`src/rtl/hpdmc_defs.sv`:
```
// hpdmc_defs: shared widths, CTI encodings and arbiter state type for HPDMC port sharing
package hpdmc_defs;
    localparam int ADR_W = 32;
    localparam int DAT_W = 64;
    localparam int SEL_W = 8;
    localparam int CTI_W = 3;
    localparam logic [CTI_W-1:0] CTI_CLASSIC = 3'b000;
    localparam logic [CTI_W-1:0] CTI_INCR    = 3'b010;
    localparam logic [CTI_W-1:0] CTI_END     = 3'b111;
    typedef enum logic {ST_IDLE, ST_GRANTED} arb_state_e;
endpackage

```
`src/rtl/hpdmc_rr_pick.sv`:
```
// hpdmc_rr_pick: combinational round-robin picker searching from last+1 with wrap
module hpdmc_rr_pick #(
    parameter int N = 3
) (
    input  logic [N-1:0] req_i,
    input  logic [1:0]   last_i,
    output logic         any_o,
    output logic [1:0]   winner_o
);
    logic [1:0] idx;
    // Walk candidates from farthest to nearest so the closest requester after last wins
    always_comb begin
        winner_o = '0;
        idx = '0;
        for (int i = N - 1; i >= 0; i--) begin
            idx = 2'((int'(last_i) + 1 + i) % N);
            if (req_i[idx]) winner_o = idx;
        end
    end
    assign any_o = |req_i;
endmodule

```
`src/rtl/hpdmc_arbiter.sv`:
```
// hpdmc_arbiter: round-robin WISHBONE arbiter sharing the HPDMC memory port, grant held per bus cycle
module hpdmc_arbiter
    import hpdmc_defs::*;
#(
    parameter int nmasters = 3
) (
    input  logic                      sys_clk,
    input  logic                      sys_rst,
    input  logic [ADR_W*nmasters-1:0] m_adr_i,
    input  logic [CTI_W*nmasters-1:0] m_cti_i,
    input  logic [DAT_W*nmasters-1:0] m_dat_i,
    input  logic [SEL_W*nmasters-1:0] m_sel_i,
    input  logic [nmasters-1:0]       m_cyc_i,
    input  logic [nmasters-1:0]       m_stb_i,
    input  logic [nmasters-1:0]       m_we_i,
    input  logic [nmasters-1:0]       m_nextadr_valid,
    input  logic [ADR_W*nmasters-1:0] m_nextadr,
    output logic [DAT_W-1:0]          m_dat_o,
    output logic [nmasters-1:0]       m_ack_o,
    output logic [ADR_W-1:0]          wb_adr_o,
    output logic [CTI_W-1:0]          wb_cti_o,
    output logic [DAT_W-1:0]          wb_dat_o,
    output logic [SEL_W-1:0]          wb_sel_o,
    output logic                      wb_cyc_o,
    output logic                      wb_stb_o,
    output logic                      wb_we_o,
    output logic                      wb_nextadr_valid_o,
    output logic [ADR_W-1:0]          wb_nextadr_o,
    input  logic [DAT_W-1:0]          wb_dat_i,
    input  logic                      wb_ack_i,
    output logic                      gnt_valid_o,
    output logic [1:0]                gnt_o
);
    arb_state_e state_q, state_d;
    logic [1:0] gnt_q, gnt_d, last_q, last_d, winner;
    logic any, sel_cyc, sel_stb, sel_nav;

    hpdmc_rr_pick #(.N(nmasters)) u_pick (
        .req_i   (m_cyc_i),
        .last_i  (last_q),
        .any_o   (any),
        .winner_o(winner)
    );

    // Grant registers; reset makes master 0 the first round-robin winner
    always_ff @(posedge sys_clk or posedge sys_rst) begin
        if (sys_rst) begin
            state_q <= ST_IDLE;
            gnt_q   <= '0;
            last_q  <= 2'(nmasters - 1);
        end else begin
            state_q <= state_d;
            gnt_q   <= gnt_d;
            last_q  <= last_d;
        end
    end

    // Re-arbitrate only when idle or when the owner has dropped cyc; the owner sits last in the search
    always_comb begin
        state_d = state_q;
        gnt_d   = gnt_q;
        last_d  = last_q;
        if (state_q == ST_IDLE || !m_cyc_i[gnt_q]) begin
            state_d = any ? ST_GRANTED : ST_IDLE;
            gnt_d   = any ? winner : gnt_q;
            last_d  = any ? winner : last_q;
        end
    end

    // Route the granted slice to the memory port and its ack back to the owner only
    always_comb begin
        wb_adr_o     = '0;
        wb_cti_o     = '0;
        wb_dat_o     = '0;
        wb_sel_o     = '0;
        wb_we_o      = 1'b0;
        wb_nextadr_o = '0;
        sel_cyc      = 1'b0;
        sel_stb      = 1'b0;
        sel_nav      = 1'b0;
        m_ack_o      = '0;
        for (int k = 0; k < nmasters; k++) begin
            if (gnt_q == 2'(k)) begin
                wb_adr_o     = m_adr_i[ADR_W*k +: ADR_W];
                wb_cti_o     = m_cti_i[CTI_W*k +: CTI_W];
                wb_dat_o     = m_dat_i[DAT_W*k +: DAT_W];
                wb_sel_o     = m_sel_i[SEL_W*k +: SEL_W];
                wb_we_o      = m_we_i[k];
                wb_nextadr_o = m_nextadr[ADR_W*k +: ADR_W];
                sel_cyc      = m_cyc_i[k];
                sel_stb      = m_stb_i[k];
                sel_nav      = m_nextadr_valid[k];
                m_ack_o[k]   = wb_ack_i & gnt_valid_o & m_cyc_i[k];
            end
        end
    end

    assign gnt_valid_o        = state_q == ST_GRANTED;
    assign gnt_o              = gnt_q;
    assign wb_cyc_o           = gnt_valid_o & sel_cyc;
    assign wb_stb_o           = wb_cyc_o & sel_stb;
    assign wb_nextadr_valid_o = gnt_valid_o & sel_nav;
    assign m_dat_o            = wb_dat_i;
endmodule

```
`config.mk`:
```
export PLATFORM = sky130hd
export DESIGN_NAME = hpdmc_arbiter
export DESIGN_NICKNAME = d
export VERILOG_FILES = /design/src/rtl/hpdmc_defs.sv /design/src/rtl/hpdmc_rr_pick.sv /design/src/rtl/hpdmc_arbiter.sv
export SDC_FILE = /design/constraint.sdc
export NUM_CORES = 1
export LEC_CHECK = 0
export ABC_AREA = 1
export CAP_MARGIN = 20
export CORE_AREA = 2 2 276 278
export DETAILED_ROUTE_END_ITERATION = 8
export DIE_AREA = 0 0 278 280
export GPL_TIMING_DRIVEN = 1
export PLACE_DENSITY = 0.3
export SLEW_MARGIN = 20
export SYNTH_ARGS = -nofsm -noshare
export SYNTH_HDL_FRONTEND = slang
export SYNTH_HIERARCHICAL = 1
export SYNTH_SLANG_ARGS = --single-unit
```
`constraint.sdc`:
```
create_clock -name sys_clk -period 1.5 [get_ports sys_clk]
set_input_delay 0.225 -clock sys_clk [delete_from_list [all_inputs] [get_ports sys_clk]]
set_output_delay 0.225 -clock sys_clk [all_outputs]
set_load 0.005 [all_outputs]
```
### Word level (Yosys, flattened, before mapping)

Cells that the tools add are included.

* flip-flop bits (word level): 5
* input port bits: 496
* output and inout bits: 213

* add/subtract/negate cells: 3
* divide/modulo/power cells: 3
* magnitude comparators: 4
* equality and inequality tests: 2
* muxes and demuxes: 42
* bitwise operators: 8
* reductions and logical operators: 5

Operator list (count)
* 32-bit 2-to-1 mux: 6
* 64-bit 2-to-1 mux: 3
* 32-bit by 3-bit remainder unit with 32-bit output (second input constant): 3
* 32-bit by 2-bit adder with 32-bit output (second input constant): 1
* 8-bit 2-to-1 mux: 3
* 1-bit 2-to-1 mux: 20
* 2-bit by 3-bit less-than comparator with 1-bit output (second input constant): 4
* 3-bit 2-to-1 mux: 3
* 1-bit binary-select mux with 2-bit select: 4
* 1-bit bitwise AND: 7
* 2-bit 2-to-1 mux: 3
* 3-bit by 2-bit adder with 4-bit output (second input constant): 1
* 2-bit by 1-bit adder with 3-bit output (second input constant): 1
* 3-bit OR reduction: 1
* 2-bit by 1-bit == test with 1-bit output (second input constant): 1
* 2-bit == test (second input constant): 1
* 2-bit zero test: 1
* 2-bit AND reduction: 1
* 1-bit zero test: 1
* 1-bit logical OR: 1
* 1-bit NOT: 1

### Longest topological paths before layout

Gate-level depths: netlist (run 1).

* depth after elaboration: 8
* mapped depth: 11
* depth with buffers taken out: 11

### Cells and area by module

The synthesis (run 1) kept the hierarchy.

By module, submodules not included
* hpdmc_arbiter: times used 1, cells an instance 711, area an instance 3256.9 um^2
* hpdmc_rr_pick: times used 1, cells an instance 35, area an instance 185.2 um^2

### Worst setup path after synthesis (run 1)

No wires, ideal clock.

* path kind: reg2reg
* start point: reg gnt_q[0], in the netlist gnt_o[0]
* end point: reg gnt_q[1], in the netlist gnt_o[1]
* library setup time: 0.066 ns
* data arrival time: 1.448 ns
* required time: 1.434 ns
* slack: -0.014 ns
* stages on the path, launching flop included: 11
* buffers on the path: 0
* cell sequence: dfrtp_1 > inv_1 > ha_1 > inv_2 > nand2_2 > nand2_2 > a21oi_1 > nand2_1 > o21ai_1 > nand3_1 > nand2_1

* cells in the longest elaborated chain, start to end: 5

Ends and longest elaborated chain
* start: declaration: line hpdmc_arbiter.sv:35 `logic [1:0] gnt_q, gnt_d, last_q, last_d, winner;`
* start signal: assignment: line hpdmc_arbiter.sv:53 `gnt_q <= gnt_d;`
* 1-bit binary-select mux with 2-bit select: line hpdmc_arbiter.sv:63 `if (state_q == ST_IDLE || !m_cyc_i[gnt_q]) begin`
* 1-bit 2-to-1 mux (implied by the code): line hpdmc_arbiter.sv:63
* 1-bit zero test: line hpdmc_arbiter.sv:63
* 1-bit logical OR: line hpdmc_arbiter.sv:63
* 2-bit AND reduction (no source line)

No other way between the ends. The select of a mux whose other input is x is not followed.
A chain may end at the register's enable or synchronous reset.

### Final worst setup path (run 1)

* start point: reg gnt_q[0], in the netlist gnt_o[0]
* end point: out wb_adr_o[2]

* cells in the longest elaborated chain, start to end: 4
* elaborated cells between the ends (all ways): 6
* those cells by class: eq/ne (2); mux (3); reduce/logical (1)

Ends and longest elaborated chain
* 2-bit zero test: line hpdmc_arbiter.sv:83 `if (gnt_q == 2'(k)) begin`
* 32-bit 2-to-1 mux (2 in a row): line hpdmc_arbiter.sv:83
* 32-bit 2-to-1 mux *: line hpdmc_arbiter.sv:83
* end: declaration: line hpdmc_arbiter.sv:20 `output logic [ADR_W-1:0] wb_adr_o,`

Mark *: on every way between the ends. The rest lies on a longest branch, timed or not.

==> impl_metrics.yaml, run 1 <==
flow_run:
  max_cap_viol_count: 0
cells_and_area:
  finalNonFillerCells: 2435
  mostFrequentLayoutCell: "clkdlybuf4s50_1"
  final_cell_mix: "clkdlybuf4s50_1 (432), nand2_1 (280), buf_6 (136)"
  area_delta_synth_final_pct: 320
  layout.nets: 1955
  final_cell_area_mm2: 0.0145
  drive_gt1_share_pct: 47.6
  final_util_pct: 19.2
logic_synthesis:
  yosysWarningCount: 6
  synth_top_family_by_area: "simple AND/OR/NAND/NOR gates"
  ys_ff_latch: 4
  synth.area.mux_share_pct: 0
  synthAdderAreaFrac_pct: 1.09
  seq_area_frac_synth_pct: 2.94
  synthesis.area_mm2: 0.00344
  synth_xor_area_share_pct: 0
  syn_nets: 1245
  synth_cell_types: 19
  synthSimpleGateAreaFrac_pct: 72.3
  synth_area_per_cell_um2: 4.61
  synth_compound_area_share_pct: 1.24
  netlist_instances: 746
grt:
  gr-usage-all-layers_pct: 11.7
  grt-ovfl-total: 0
  grt_pass1_vias: 8713
  grt_max_degree: 9
  grt_pass1_wl_mm: 64.7
  grt_antenna_before_repair: 8
timing:
  skew_ps: 4.42
  slew_viol_final: 0
  fin_ws_ps: -561
  hold_viol: 0
  period_share_pct: 137
  timing.final.crit_period_ps: 2060
  slew_headroom_pct: 82.3
  tightest_slew_ps: 265
  setup_violations: 152
  setup_tns_ps: -67500
  rsz0062_at_grt: "true"
  max_freq_mhz: 485
placed_design:
  io_buffers: 580
  place_area_mm2: 0.0106
  dp_cells: 2268
  detailed_place_hpwl_mm: 36.6
  finalWeightedCongestion: 0.812
floorplan:
  die_w_um: 278
  core_mm2: 0.0752
  dieArea_mm2: 0.0778
  io_pins: 709
  rows: 101
  die_h_um: 280
  start_util_pct: 4.58
clock_tree:
  h-tree-depth: 1
  clockBufferDepth: 2
  clk_pin_slew_worst_paths_ps: 30
  cts_buffers: 3
  cts.sink_count: 4
  cts_tree: "done"
  cts-root-buf: "clkbuf_16"
  clk_latency_ps: 230
setup_path:
  crit_path_end_kind: "output pin"
  r2r_slack_ps: -250
  critical_path_class: "flop to output pin"
  path_cells: "buf_4 > nor2_4 > buf_12 > buf_4 > buf_8 > buf_4 > nand2_1 > nand3_4 > buf_12"
  critPathSlowestCell: "dfrtp_2"
  slowest_delay_ps: 420
  cp_max_fo: 4
  worstSetupStartpoint: "gnt_o[0]"
  r2r-start: "gnt_o[0]"
  worst-r2r-cell-count: 12
  endpoint: "wb_adr_o[2]"
  cpMostUsedCell: "buf_4"
  worst_ep_required_time_ps: 1270
  critPathLaunchType: "flop"
  cp_data_arrival_time_ps: 1840
  critical_path.top_delay_family: "buffers and inverters"
  r2r_end: "gnt_o[0]"
  crit_buf_inv: 6
  crit_cells: 9
drt:
  post_drt_wl_per_cell_um: 19.8
  drt_iter0_markers: 192
  via_per_inst: 3.21
  drt-total-wl_mm: 48.2
  drt_first_pass_iters: 4
  vias: 7810
  antenna_left: 0
  remaining_drc_errors: 0
worst_hold_path:
  hold_class: "input pin to async pin"
power:
  p_per_area_mw_per_mm2: 1690
  p_leak_uw: 0.00655
  ir_worst_vdd_uv: 714
  total_power_uw: 24400
status:
  status: "complete, but fails checks"
  violations: "negative setup slack"
cell type report:
type,instances,area [µm²]
Fill cell,8449,60700
Inverter,13,56.3
Multi-Input combinational cell,619,4240
Sequential cell,4,105
Tap cell,978,1220
Clock buffer,4,78.8
Antenna cell,2,5.00
Timing Repair Buffer,815,8760
layer usage:
metal | up-vias | wire length (µm) | track usage (%)
li1 | 3715 | - | -
met5 | - | 57 | 0
met4 | 8 | 1100 | 2.29
met3 | 52 | 5120 | 4.86
met2 | 460 | 23800 | 21.3
met1 | 3575 | 18200 | 12.7
worst min path at each step:
| stage | from | endpoint | slack (ps) | cells after the start |
|---|---|---|---|---|
| 2_1_floorplan | sys_rst | gnt_o[1] | -10 | 1 |
| 3_3_place_gp | sys_rst | gnt_valid_o | 450 | 2 |
| 3_5_place_dp | sys_rst | gnt_valid_o | 440 | 2 |
| 4_1_cts | sys_rst | gnt_o[0] | 210 | 2 |
| 5_1_grt | sys_rst | gnt_o[0] | 220 | 2 |
| 6_report | sys_rst | gnt_o[0] | 200 | 2 |
Yosys cell counts (all sizes together):
library cell / count / area, µm²
inv: 13 / 48.8
a21oi: 5 / 28.8
buf: 104 / 701
dfrtp: 3 / 75.1
clkbuf: 6 / 22.5
nand3: 150 / 751
ha: 3 / 37.5
o21ai: 2 / 13.8
nor2: 8 / 37.5
dfstp: 1 / 26.3
nand2: 450 / 1690
or2: 1 / 6.26
sequential cells by signal, indices dropped and copies added (netlist names):
name,flops
gnt_o,2
gnt_valid_o,1
last_q,1
kinds of logic after synthesis:
group,after synthesis
fa+ha+maj,3
flops,4
simple gates,609
compound gates,7
buf+inv,123
timing repair:
item / in CTS / in global routing
setup buffers: 138 / 27
endpoints found under the setup margin: 152 / 152
gates resized for setup: 950 / 231
cloned: 20 / 0
hold buffers: 0 / 0
pin swaps: 98 / 59
per-stage QoR:
stage	hold slack, ps	setup WS (ps)
finish	199	-561
detailed placement	435	-671
global route	216	-640
global placement	448	-698
CTS	207	-633
floorplan	-9.71	45.9
report_power, final:
group | switching [µW] | internal (µW) | total, µW | leakage [µW]
Sequential | 78.0 | 171 | 249 | 0.0000432
Combinational | 10500 | 13200 | 23700 | 0.00647
Clock | 79.4 | 351 | 431 | 0.0000382
(Power assumes the default switching activity.)
==> run 2, diff against run 1 <==
- RECOVER_POWER: default -> 100
==> impl_metrics.yaml, run 2 (same netlist as run 1, synthesis figures left out) <==
cells_and_area:
  area_delta_synth_final_pct: 320
  largest_register_ffs: 2
  drive_gt1_share_pct: 47.6
  final_cell_mix: "clkdlybuf4s50_1 (431), nand2_1 (280), buf_6 (136)"
  finalNonFillerCells: 2435
  mostFrequentLayoutCell: "clkdlybuf4s50_1"
  final_util_pct: 19.2
  layout.nets: 1955
grt:
  grt_max_degree: 9
  grt_pass1_wl_mm: 64.7
  grt_antenna_before_repair: 8
  grt-ovfl-total: 0
  grt_pass1_vias: 8713
  gr-usage-all-layers_pct: 11.7
drt:
  antenna_left: 0
  post_drt_wl_per_cell_um: 19.8
  drt-total-wl_mm: 48.2
  via_per_inst: 3.21
  top_layer: "met5"
  wl_met2_mm: 23.8
  drt_iter0_markers: 192
  wl_met3_mm: 5.12
  vias: 7810
  drt_first_pass_iters: 4
  remaining_drc_errors: 0
  drt-met1-wl_mm: 18.2
floorplan:
  start_util_pct: 4.58
  rows: 101
  die_w_um: 278
  core_mm2: 0.0752
  dieArea_mm2: 0.0778
  die_h_um: 280
  io_pins: 709
setup_path:
  cp_data_arrival_time_ps: 1840
  cp_max_fo: 4
  critical_path_class: "flop to output pin"
  r2r_slack_ps: -250
  critPathLaunchType: "flop"
  crit_path_end_kind: "output pin"
  r2r-start: "gnt_o[0]"
  worst_ep_required_time_ps: 1270
  r2r_end: "gnt_o[0]"
  worst-r2r-cell-count: 12
placed_design:
  io_buffers: 580
  dp_cells: 2268
  dpl_worst_slack_ps: -671
  finalWeightedCongestion: 0.812
  detailed_place_hpwl_mm: 36.6
timing:
  max_freq_mhz: 485
  tightest_slew_ps: 265
  rsz0062_at_grt: "true"
  slew_headroom_pct: 82.3
  slew_viol_final: 0
  fin_ws_ps: -561
  setup_violations: 152
  hold_viol: 0
  period_share_pct: 137
  timing.final.crit_period_ps: 2060
  skew_ps: 4.42
power:
  p_int_uw: 13800
  pwr-share-comb_pct: 97.2
  p_per_area_mw_per_mm2: 1690
  switching_share_pct: 43.6
  total_power_uw: 24400
  p_leak_uw: 0.00655
  p_switching_uw: 10600
  ir_worst_vdd_uv: 714
  p_clk_share_pct: 1.8
  p_seq_share_pct: 1.0
clock_tree:
  clk_latency_ps: 230
  cts.sink_count: 4
  h-tree-depth: 1
  cts_hold_buf: 0
  cts_buffers: 3
  cts-root-buf: "clkbuf_16"
  cts_tree: "done"
  clk_pin_slew_worst_paths_ps: 30
  clockBufferDepth: 2
status:
  status: "complete, but fails checks"
  violations: "negative setup slack"
worst_hold_path:
  hold_class: "input pin to async pin"
flow_run:
  max_cap_viol_count: 0
[run 2: changes by cell type in the layout (fill, tap and decap cells not counted), sizes merged]
cell           previous run  this run
clkdlybuf4s50           432       431
dlygate4sd3               0         1
[run 2: worst max path at each step]
stage / from / to / slack, ps
global route: gnt_o[0] / wb_stb_o / -640
detailed placement: gnt_o[1] / wb_adr_o[9] / -670
CTS: gnt_o[0] / wb_adr_o[2] / -630
global placement: gnt_o[1] / wb_adr_o[9] / -700
finish: gnt_o[0] / wb_adr_o[2] / -560
floorplan: gnt_o[0] / gnt_o[0] / 50
[run 2: layout make-up]
cell class	instances	area, µm²
inverter	13	56.3
timing repair buffer	815	8760
tap	978	1220
multi-input combinational	619	4240
fill	8449	60700
antenna	2	5.00
sequential	4	105
clock buffer	4	78.8
[run 2: power by group through the flow]
stage | clock network (µW) | logic (µW) | registers (µW)
2_1_floorplan | 0 | 4560 | 227
4_1_cts | 433 | 23000 | 251
3_3_place_gp | 0 | 14900 | 252
3_5_place_dp | 0 | 14700 | 250
5_1_grt | 445 | 25500 | 258
6_report | 431 | 23700 | 249
[run 2: repair_timing]
action | CTS | global route
setup buffers | 138 | 27
gates cloned | 20 | 0
endpoints found under the setup margin | 152 | 152
gates resized for setup | 950 | 231
pin swaps | 98 | 59
[run 2: worst max-delay path, stage by stage, from the launching register on]
cell	delay [ps]
dfrtp_2	420
buf_4	160
nor2_4	150
buf_12	170
buf_4	120
buf_8	110
buf_4	120
nand2_1	90
nand3_4	120
buf_12	120
[run 2: routing by layer]
layer	vias to the layer above	track usage (%)
met4	8	2.29
met5	-	0
met1	3575	12.7
met2	460	21.3
met3	52	4.86
li1	3715	-
[run 2: metrics by stage]
step,instance area [µm²],hold slack [ps],TNS [ps]
finish,14500,335,-67500
global route,14500,351,-78100
CTS,13700,207,-70230
detailed placement,10600,435,-76640
global placement,10600,448,-79810
floorplan,3440,-9.71,0
==> run 3, diff against run 2 <==
- CTS_CLUSTER_SIZE: default -> 12
==> results of run 3 <==
Same layout as run 2: the final DEF is identical, and so are final timing and power.
